--- config.mk ---
export PLATFORM = sky130hd
export DESIGN_NAME = lv1a_gen
export DESIGN_NICKNAME = d
export VERILOG_FILES = /design/src/rtl/lv1a_gen.sv
export SDC_FILE = /design/constraint.sdc
export NUM_CORES = 1
export LEC_CHECK = 0
export ABC_AREA = 1
export CAP_MARGIN = 20
export CORE_ASPECT_RATIO = 0.9
export CORE_MARGIN = 5
export CORE_UTILIZATION = 40
export CTS_CLUSTER_SIZE = 16
export DETAILED_ROUTE_END_ITERATION = 16
export PLACE_DENSITY = 0.66
export SLEW_MARGIN = 25
export SYNTH_ARGS = -nofsm -noshare
export SYNTH_HDL_FRONTEND = slang
export SYNTH_SLANG_ARGS = --single-unit
export TNS_END_PERCENT = 30
--- constraint.sdc ---
create_clock -name clk -period 3.3 [get_ports clk]
set_input_delay 0.66 -clock clk [delete_from_list [all_inputs] [get_ports clk]]
set_output_delay 0.66 -clock clk [all_outputs]
set_load 0.01 [all_outputs]
--- src/rtl/lv1a_gen.sv ---
// Level-1 trigger gate: live gating, per-bit prescale and dead-time enforcement.
// All outputs are registered one cycle after the inputs they reflect.
module lv1a_gen #(
  parameter int NTRIG  = 8,
  parameter int PS_W   = 8,
  parameter int DEAD_W = 8
) (
  input  logic                  clk,
  input  logic                  reset,
  input  logic                  in_live,
  input  logic [NTRIG-1:0]      in_trig,
  input  logic [3:0]            in_ext,
  input  logic                  in_delta,
  input  logic [NTRIG*PS_W-1:0] cfg_ps,
  input  logic [DEAD_W-1:0]     cfg_dead,
  output logic [NTRIG-1:0]      out_lv1a_raw,
  output logic [NTRIG-1:0]      out_lv1a,
  output logic [3:0]            out_ext,
  output logic                  out_delta,
  output logic                  out_accept,
  output logic                  out_busy
);

  typedef enum logic {IDLE, BUSY} state_e;

  localparam logic [DEAD_W-1:0] DEAD_ONE = DEAD_W'(1);
  localparam logic [PS_W:0]     INC_ONE  = (PS_W+1)'(1);

  state_e              state_q, state_d;
  logic [DEAD_W-1:0]   dcnt_q, dcnt_d;
  logic [PS_W-1:0]     cnt_q [NTRIG];
  logic [PS_W-1:0]     cnt_d [NTRIG];
  logic                pre_live_q, pre_live_d;
  logic                live_rise;
  logic [NTRIG-1:0]    pass;
  logic [PS_W-1:0]     base;
  logic [PS_W-1:0]     ps_i;
  logic [PS_W:0]       inc;

  logic [NTRIG-1:0]    lv1a_raw_q, lv1a_raw_d;
  logic [NTRIG-1:0]    lv1a_q, lv1a_d;
  logic [3:0]          ext_q, ext_d;
  logic                delta_q, delta_d;
  logic                accept_q, accept_d;
  logic                busy_q, busy_d;

  assign live_rise  = in_live & ~pre_live_q;
  assign pre_live_d = in_live;

  // Counters clear on live rise before this cycle's pulse is counted;
  // the >= test lets a lowered prescale fire on the next pulse without wrapping.
  always_comb begin
    base = '0;
    ps_i = '0;
    inc  = '0;
    pass = '0;
    for (int unsigned i = 0; i < NTRIG; i++) begin
      base     = live_rise ? '0 : cnt_q[i];
      ps_i     = cfg_ps[i*PS_W +: PS_W];
      inc      = {1'b0, base} + INC_ONE;
      cnt_d[i] = base;
      if (ps_i == '0) begin
        cnt_d[i] = '0;
      end else if (state_q == IDLE && in_live && in_trig[i]) begin
        if (inc >= {1'b0, ps_i}) begin
          pass[i]  = 1'b1;
          cnt_d[i] = '0;
        end else begin
          cnt_d[i] = inc[PS_W-1:0];
        end
      end
    end
  end

  always_comb begin
    state_d = state_q;
    dcnt_d  = dcnt_q;
    case (state_q)
      IDLE: begin
        if (accept_d && cfg_dead != '0) begin
          state_d = BUSY;
          dcnt_d  = cfg_dead;
        end
      end
      BUSY: begin
        dcnt_d = dcnt_q - DEAD_ONE;
        if (dcnt_q == DEAD_ONE) state_d = IDLE;
      end
      default: state_d = IDLE;
    endcase
  end

  always_comb begin
    lv1a_raw_d = in_live ? in_trig : '0;
    lv1a_d     = '0;
    ext_d      = '0;
    delta_d    = 1'b0;
    if (state_q == IDLE) begin
      lv1a_d  = pass;
      ext_d   = in_live ? in_ext : '0;
      delta_d = in_live & in_delta;
    end
    accept_d = (|lv1a_d) | (|ext_d) | delta_d;
    busy_d   = (state_q == BUSY);
  end

  always_ff @(posedge clk) begin
    if (reset) begin
      state_q    <= IDLE;
      dcnt_q     <= '0;
      pre_live_q <= 1'b0;
      for (int unsigned i = 0; i < NTRIG; i++) cnt_q[i] <= '0;
      lv1a_raw_q <= '0;
      lv1a_q     <= '0;
      ext_q      <= '0;
      delta_q    <= 1'b0;
      accept_q   <= 1'b0;
      busy_q     <= 1'b0;
    end else begin
      state_q    <= state_d;
      dcnt_q     <= dcnt_d;
      pre_live_q <= pre_live_d;
      for (int unsigned i = 0; i < NTRIG; i++) cnt_q[i] <= cnt_d[i];
      lv1a_raw_q <= lv1a_raw_d;
      lv1a_q     <= lv1a_d;
      ext_q      <= ext_d;
      delta_q    <= delta_d;
      accept_q   <= accept_d;
      busy_q     <= busy_d;
    end
  end

  assign out_lv1a_raw = lv1a_raw_q;
  assign out_lv1a     = lv1a_q;
  assign out_ext      = ext_q;
  assign out_delta    = delta_q;
  assign out_accept   = accept_q;
  assign out_busy     = busy_q;

endmodule

==> flow_metrics.env, run 1 <==
export IMPL_synth_compound_area_share_pct=9.65
export IMPL_synth_seq_cells=97
export IMPL_drive_gt1_share_pct=19.7
export IMPL_syn_area_per_cell_um2=6.51
export IMPL_p_leak_nw=5.14
export IMPL_synth_top_family_by_area="simple AND/OR/NAND/NOR gates"
export IMPL_grt_max_degree=20
export IMPL_finalCritPeriodShare_pct=96.2
export IMPL_synthTopCellsByCount="nand2_1, inv_1, nor2_1"
export IMPL_synthMuxAreaShare_pct=0
export IMPL_antenna_found_initial=0
export IMPL_cts_tree="yes"
export IMPL_synth_seq_area_share_pct=27.3
export IMPL_holdBufCountCts=0
export IMPL_cp_required_ns=3.55
export IMPL_fmax_mhz=315
export IMPL_tns_ns=0
export IMPL_finalHoldWorstSlack_ns=0.495
export IMPL_clkTransAtPathRegs_ns=0.07
export IMPL_relSlewSlack_pct=50.5
export IMPL_row_count=46
export IMPL_ant_nets=0
export IMPL_grt_use_total_pct=18.8
export IMPL_drt_total_wl_um=19500
export IMPL_dpl_cell_count=1547
export IMPL_grt_ovfl_total=0
export IMPL_die_area_um2=20500
export IMPL_synth_most_common_cell="nand2_1"
export IMPL_cap_violations=0
export IMPL_root_buffer="clkbuf_16"
export IMPL_cts_buffers=9
export IMPL_setup_viol=0
export IMPL_final_cells=1588
export IMPL_vdd_drop_max_uv=233
export IMPL_grt_pass1_wl_um=31300
export IMPL_period_minus_slack_ns=3.17
export IMPL_dominantRegCellSynth="dfxtp_1"
export IMPL_synth_enable_flop_cells=0
export IMPL_hpwl_um=14700
export IMPL_route_vias_total=7404
export IMPL_syn_inst=1091
export IMPL_powerDensity_nw_per_um2=295
export IMPL_clk_latency_ns=0.36
export IMPL_num_io_pins=111
export IMPL_core_area_um2=17600
export IMPL_netlist_area_um2=7100
export IMPL_status="complete, no violations"
export IMPL_hp_class="reg -> reg"
export IMPL_dr_pass1_iters=5
export IMPL_die_x_um=150
export IMPL_fin_util_pct=58.5
export IMPL_path_delay_family="simple AND/OR/NAND/NOR gates"
export IMPL_htree_levels=3
export IMPL_num_fill_cells=1630
export IMPL_die_h_um=136
export IMPL_start_util_pct=40.5
export IMPL_n_antenna_cell=0
export IMPL_vias_per_cell=4.66
export IMPL_slowest_stage="ha_1"
export IMPL_io_buffers=110
export IMPL_yosysWarnings=0
export IMPL_netlist_top_cell_by_area="dfxtp_1"
export IMPL_crit_path_end_kind="register"
export IMPL_drtIter0Drc=360
export IMPL_cts_sinks=97
export IMPL_rsz0062_at_grt="true"
export IMPL_wl_per_cell_um=12.3
export IMPL_cp_buffers_inverters=4
export IMPL_synth_fa_ha_area_share_pct=13.0
export IMPL_finalMaxSlewViolations=0
export IMPL_worstPathMaxFanout=8
export IMPL_syn_to_final_growth_pct=44.5
export IMPL_crit_top_cell="nand2_1"
export IMPL_ys_top_cells_by_area="dfxtp_1, nand2_1, ha_1"
export IMPL_synthSimpleGateAreaFrac_pct=32.1
export IMPL_finalPower_mw=3.03
export IMPL_max_stage_delay_ns=0.27
export IMPL_critPathLaunchType="input port"
export IMPL_synth_net_count=1253
export IMPL_clock_path_buffers=2
export IMPL_skew_ns=0.00905
export IMPL_ys_async_sr_fraction_pct=0
export IMPL_gp_congestion=0.882
export IMPL_fin_nets=1506
export IMPL_grt_pass1_vias=6830
export IMPL_finalHoldViolations=0
export IMPL_worst_pin_slew_ns=0.735
export IMPL_drcViolationCount=0
export IMPL_crit_type="in -> reg"
export IMPL_cp_data_arrival_time_ns=3.42
export IMPL_synthDominantCellAreaShare_pct=27.3
export IMPL_synth_cell_types=38
export IMPL_synth_xor_area_share_pct=5.30
## cells in the final DEF, fill, tap and decap left out, drive strengths merged, types with 18 or more instances in the layout
cell and instances:
inv 210, nor2 148, ha 74, buf 147, nand2 266, clkdlybuf4s50 109, xor2 32, a21oi 81
nor3 18, dfxtp 97, nand3 71
## sequential cells by signal, indices dropped and copies added (netlist names)
name          cells
out_delta         1
out_ext           4
pre_live_q        1
out_lv1a          8
cnt_q            64
dcnt_q            8
busy_d            1
out_lv1a_raw      8
out_accept        1
out_busy          1
## layout make-up
cell class              count  area [um2]  area share, %
multi-input cells         768        4690           45.6
repair buffers            256        2250           21.9
flip-flops and latches     97        1940           18.9
inverters                 212         798           7.77
well taps                 240         300           2.92
clock buffers              10         229           2.23
clock inverters             5        57.6          0.561
## cell families (layout without fill, tap and decap cells)
kind of cell	after synthesis	count (layout)
and+or+nand+nor	527	529
DFF	97	97
buffers and inverters	228	483
AOI/OAI and AO/OA	122	122
xor gates and xnor gates	43	43
adders and majority gates	74	74
## worst register-to-register path, delay by kind of cell (launching register included)
kind	cells	cell delay [ns]
buffers and inverters	6	0.64
xor gates and xnor gates	1	0.13
AOI/OAI and AO/OA	1	0.05
DFF	1	0.33
and+or+nand+nor	16	1.37
adders and majority gates	2	0.48
## routing by layer
layer | wire length [um] | share of wire (%) | up-vias | track usage (%)
li1 | - | - | 3934 | -
met1 | 9280 | 48 | 3283 | 25.9
met2 | 9040 | 46 | 160 | 30.0
met3 | 831 | 4.3 | 27 | 2.30
met4 | 353 | 1.8 | 0 | 6.91
met5 | 0 | 0 | - | 0
## where the power goes
part / internal (mW) / total, mW / switching (mW)
combinational: 0.336 / 0.725 / 0.390
clock: 0.583 / 1.06 / 0.474
sequential: 1.22 / 1.25 / 0.0314
## what timing repair did
| action | 4_1_cts | 5_1_grt |
|---|---|---|
| resized for setup | 38 | 59 |
| endpoints found under the setup margin | 50 | 21 |
| setup buffers | 15 | 9 |
| pin swaps | 21 | 36 |
| cloned | 2 | 0 |
## final timing paths
check | start | endpoint | slack [ns] | depth (start not counted)
max reg2reg | pre_live_q$_SDFF_PP0_ | dcnt_q[7]$_SDFFE_PP0P_ | 0.15 | 26
min reg2reg | dcnt_q[1]$_SDFFE_PP0P_ | dcnt_q[1]$_SDFFE_PP0P_ | 0.49 | 2
max | in_live | dcnt_q[7]$_SDFFE_PP0P_ | 0.13 | 26
min | dcnt_q[1]$_SDFFE_PP0P_ | dcnt_q[1]$_SDFFE_PP0P_ | 0.49 | 2
## stage by stage
stage | setup WS (ns) | instance area (um2)
floorplan | 0.00549 | 7140
CTS | 0.0555 | 9930
global route | -0.0855 | 10300
finish | 0.127 | 10300
detailed placement | -0.887 | 9370
global placement | -0.870 | 9370
Power figures use the tool's default switching activity.
==> inputs of run 2 (changes only) <==
--- a/config.mk
+++ b/config.mk
@@ -10,6 +10,7 @@
 export CORE_ASPECT_RATIO = 0.9
 export CORE_MARGIN = 5
 export CORE_UTILIZATION = 40
+export CTS_CLUSTER_DIAMETER = 30
 export CTS_CLUSTER_SIZE = 16
 export DETAILED_ROUTE_END_ITERATION = 16
 export PLACE_DENSITY = 0.66
==> results of run 2 <==
Same layout as run 1: the final DEF is identical, and so are final timing and power.
==> inputs of run 3 (changes only) <==
--- a/config.mk
+++ b/config.mk
@@ -8,7 +8,7 @@
 export ABC_AREA = 1
 export CAP_MARGIN = 20
 export CORE_ASPECT_RATIO = 0.9
-export CORE_MARGIN = 5
+export CORE_MARGIN = 2
 export CORE_UTILIZATION = 40
 export CTS_CLUSTER_DIAMETER = 30
 export CTS_CLUSTER_SIZE = 16
==> constraint.sdc (replaced) <==
create_clock -name clk -period 3.3 [get_ports clk]
set_input_delay 0.495 -clock clk [delete_from_list [all_inputs] [get_ports clk]]
set_output_delay 0.495 -clock clk [all_outputs]
set_load 0.01 [all_outputs]
==> run 3 against run 2 <==
Net effect: non-clock buffer count is 13 higher; die area is 8.2% lower; sequential power hardly changed; global-route usage is 1.8 points higher; combinational power is 3.9% higher; final area is 1.9% higher; clock-buffer cell count stayed put; critical endpoint is now dcnt_q[2]$_SDFFE_PP0P_.
==> flow_metrics.env, run 3 (synthesis results as in run 1) <==
export IMPL_grt_max_degree=24
export IMPL_syn_to_final_growth_pct=47.3
export IMPL_hpwl_um=14500
export IMPL_clk_latency_ns=0.36
export IMPL_die_h_um=130
export IMPL_die_area_um2=18800
export IMPL_antenna_found_initial=0
export IMPL_ant_nets=0
export IMPL_grt_pass1_wl_um=31000
export IMPL_io_buffers=110
export IMPL_cp_data_arrival_time_ns=3.46
export IMPL_row_count=46
export IMPL_clkPwrFrac_pct=34.5
export IMPL_fin_util_pct=59.8
export IMPL_cp_required_ns=3.58
export IMPL_grt_pass1_vias=6907
export IMPL_crit_path_end_kind="register"
export IMPL_fin_nets=1519
export IMPL_grt_use_total_pct=20.5
export IMPL_tns_ns=0
export IMPL_finalMaxSlewViolations=0
export IMPL_finalPower_mw=3.06
export IMPL_route_vias_total=7512
export IMPL_clock_path_buffers=2
export IMPL_worst_pin_slew_ns=0.904
export IMPL_critPathLaunchType="register"
export IMPL_drive_gt1_share_pct=21.8
export IMPL_holdBufCountCts=0
export IMPL_skew_ns=0.00877
export IMPL_core_area_um2=17500
export IMPL_worstPathMaxFanout=5
export IMPL_dr_pass1_iters=5
export IMPL_p_sw_mw=0.911
export IMPL_layout_common_cells="nand2_1, inv_1, buf_4"
export IMPL_status="complete, no violations"
export IMPL_grt_ovfl_total=0
export IMPL_setup_viol=0
export IMPL_crit_top_cell="nand2_1"
export IMPL_finalHoldViolations=0
export IMPL_wl_per_cell_um=12.3
export IMPL_htree_levels=3
export IMPL_power_share_switching_pct=29.7
export IMPL_p_leak_nw=5.24
export IMPL_die_x_um=144
export IMPL_vias_per_cell=4.69
export IMPL_final_area_um2=10500
export IMPL_period_minus_slack_ns=3.18
export IMPL_finalHoldWorstSlack_ns=0.490
export IMPL_hp_class="reg -> reg"
export IMPL_top_register="cnt_q"
export IMPL_root_buffer="clkbuf_16"
export IMPL_cts_sinks=97
export IMPL_drtIter0Drc=364
export IMPL_n_antenna_cell=0
export IMPL_drt_total_wl_um=19800
export IMPL_slowest_stage="dfxtp_2"
export IMPL_p_int_mw=2.15
export IMPL_clkTransAtPathRegs_ns=0.07
export IMPL_finalCritPeriodShare_pct=96.4
export IMPL_cap_violations=0
export IMPL_layout_commonest_cell="nand2_1"
export IMPL_fmax_mhz=314
export IMPL_path_cells="buf_4 > nor2_4 > buf_4 > nor2_4 > ha_2 > nand3_1 > nor2_2 > nand3_2 > xor2_2 > ha_1 > nand2_1 > nor2_2 > nand2_1 > o21bai_1 > a21oi_1 > nand2_1 > nand3_2 > nand2_4 > nor2_4 > nand2_4 > nand2_8 > nand2_8 > nand2_1 > a21oi_1"
export IMPL_num_io_pins=111
export IMPL_pwr_share_comb_pct=24.6
export IMPL_p_seq_share_pct=40.9
export IMPL_max_stage_delay_ns=0.33
export IMPL_cts_buffers=9
export IMPL_crit_type="reg -> reg"
export IMPL_placedInstanceArea_um2=9440
export IMPL_start_util_pct=40.6
export IMPL_gp_congestion=0.879
export IMPL_powerDensity_nw_per_um2=292
export IMPL_drcViolationCount=0
export IMPL_vdd_drop_max_uv=252
export IMPL_largest_reg_flops=64
export IMPL_relSlewSlack_pct=39.2
export IMPL_cts_tree="yes"
[run 3: changes by cell type in the layout (fill, tap and decap cells not counted), moves of 4 or more]
cell     delta
buf_4      +13
nand2_1     -9
nor2_1      -4
nand2_4     +4
nand2_2     +4
[run 3: timing repair]
| item | in CTS | in global routing |
|---|---|---|
| cloned | 0 | 2 |
| pin swaps | 4 | 54 |
| endpoints found under the setup margin | 19 | 11 |
| gates resized for setup | 9 | 120 |
| buffers inserted | 6 | 17 |
[run 3: stage by stage]
stage	instances	setup slack, ns
2_1_floorplan	1091	0.0132
4_1_cts	1583	0.00353
3_3_place_gp	1561	-0.760
5_1_grt	1602	-0.0597
3_5_place_dp	1561	-0.779
6_report	1602	0.119
[run 3: layout make-up]
type	count	area, um2
clock buffer	10	229
inverter	212	798
clock inverter	6	58.8
sequential	97	1940
tap	240	300
timing repair buffer	269	2350
multi-input combinational	768	4790
fill	1653	7030
[run 3: power by group through the flow]
stage | logic, mW | clock network (mW) | registers (mW)
after floorplan | 0.363 | 0 | 1.27
after global placement | 0.657 | 0 | 1.27
after detailed placement | 0.666 | 0 | 1.27
after CTS | 0.684 | 1.08 | 1.25
after global routing | 0.838 | 1.13 | 1.26
final | 0.753 | 1.06 | 1.25
[run 3: path summary, 6_finish.rpt]
kind / startpoint / to / slack (ns) / cells after the start
worst min-delay path: cnt_q[1][3]$_SDFF_PP0_ / cnt_q[1][3]$_SDFF_PP0_ / 0.49 / 2
worst max-delay path: pre_live_q$_SDFF_PP0_ / dcnt_q[2]$_SDFFE_PP0P_ / 0.12 / 24
worst max register to register: pre_live_q$_SDFF_PP0_ / dcnt_q[2]$_SDFFE_PP0P_ / 0.12 / 24
worst min register to register: cnt_q[1][3]$_SDFF_PP0_ / cnt_q[1][3]$_SDFF_PP0_ / 0.49 / 2
[run 3: metal layers]
layer / vias up / wire length (um) / global-route usage, %
met5: - / 0 / 0
met4: 0 / 507 / 7.37
met3: 32 / 870 / 2.41
met2: 175 / 9360 / 34.6
met1: 3346 / 9030 / 27.3
li1: 3959 / - / -
[run 3: critical path, delay by kind of cell (launching register included)]
family | cells | cell delay [ns]
flops | 1 | 0.33
compound gates | 3 | 0.33
xor+xnor | 1 | 0.17
fa+ha+maj | 2 | 0.48
simple gates | 16 | 1.51
buf+inv | 2 | 0.27
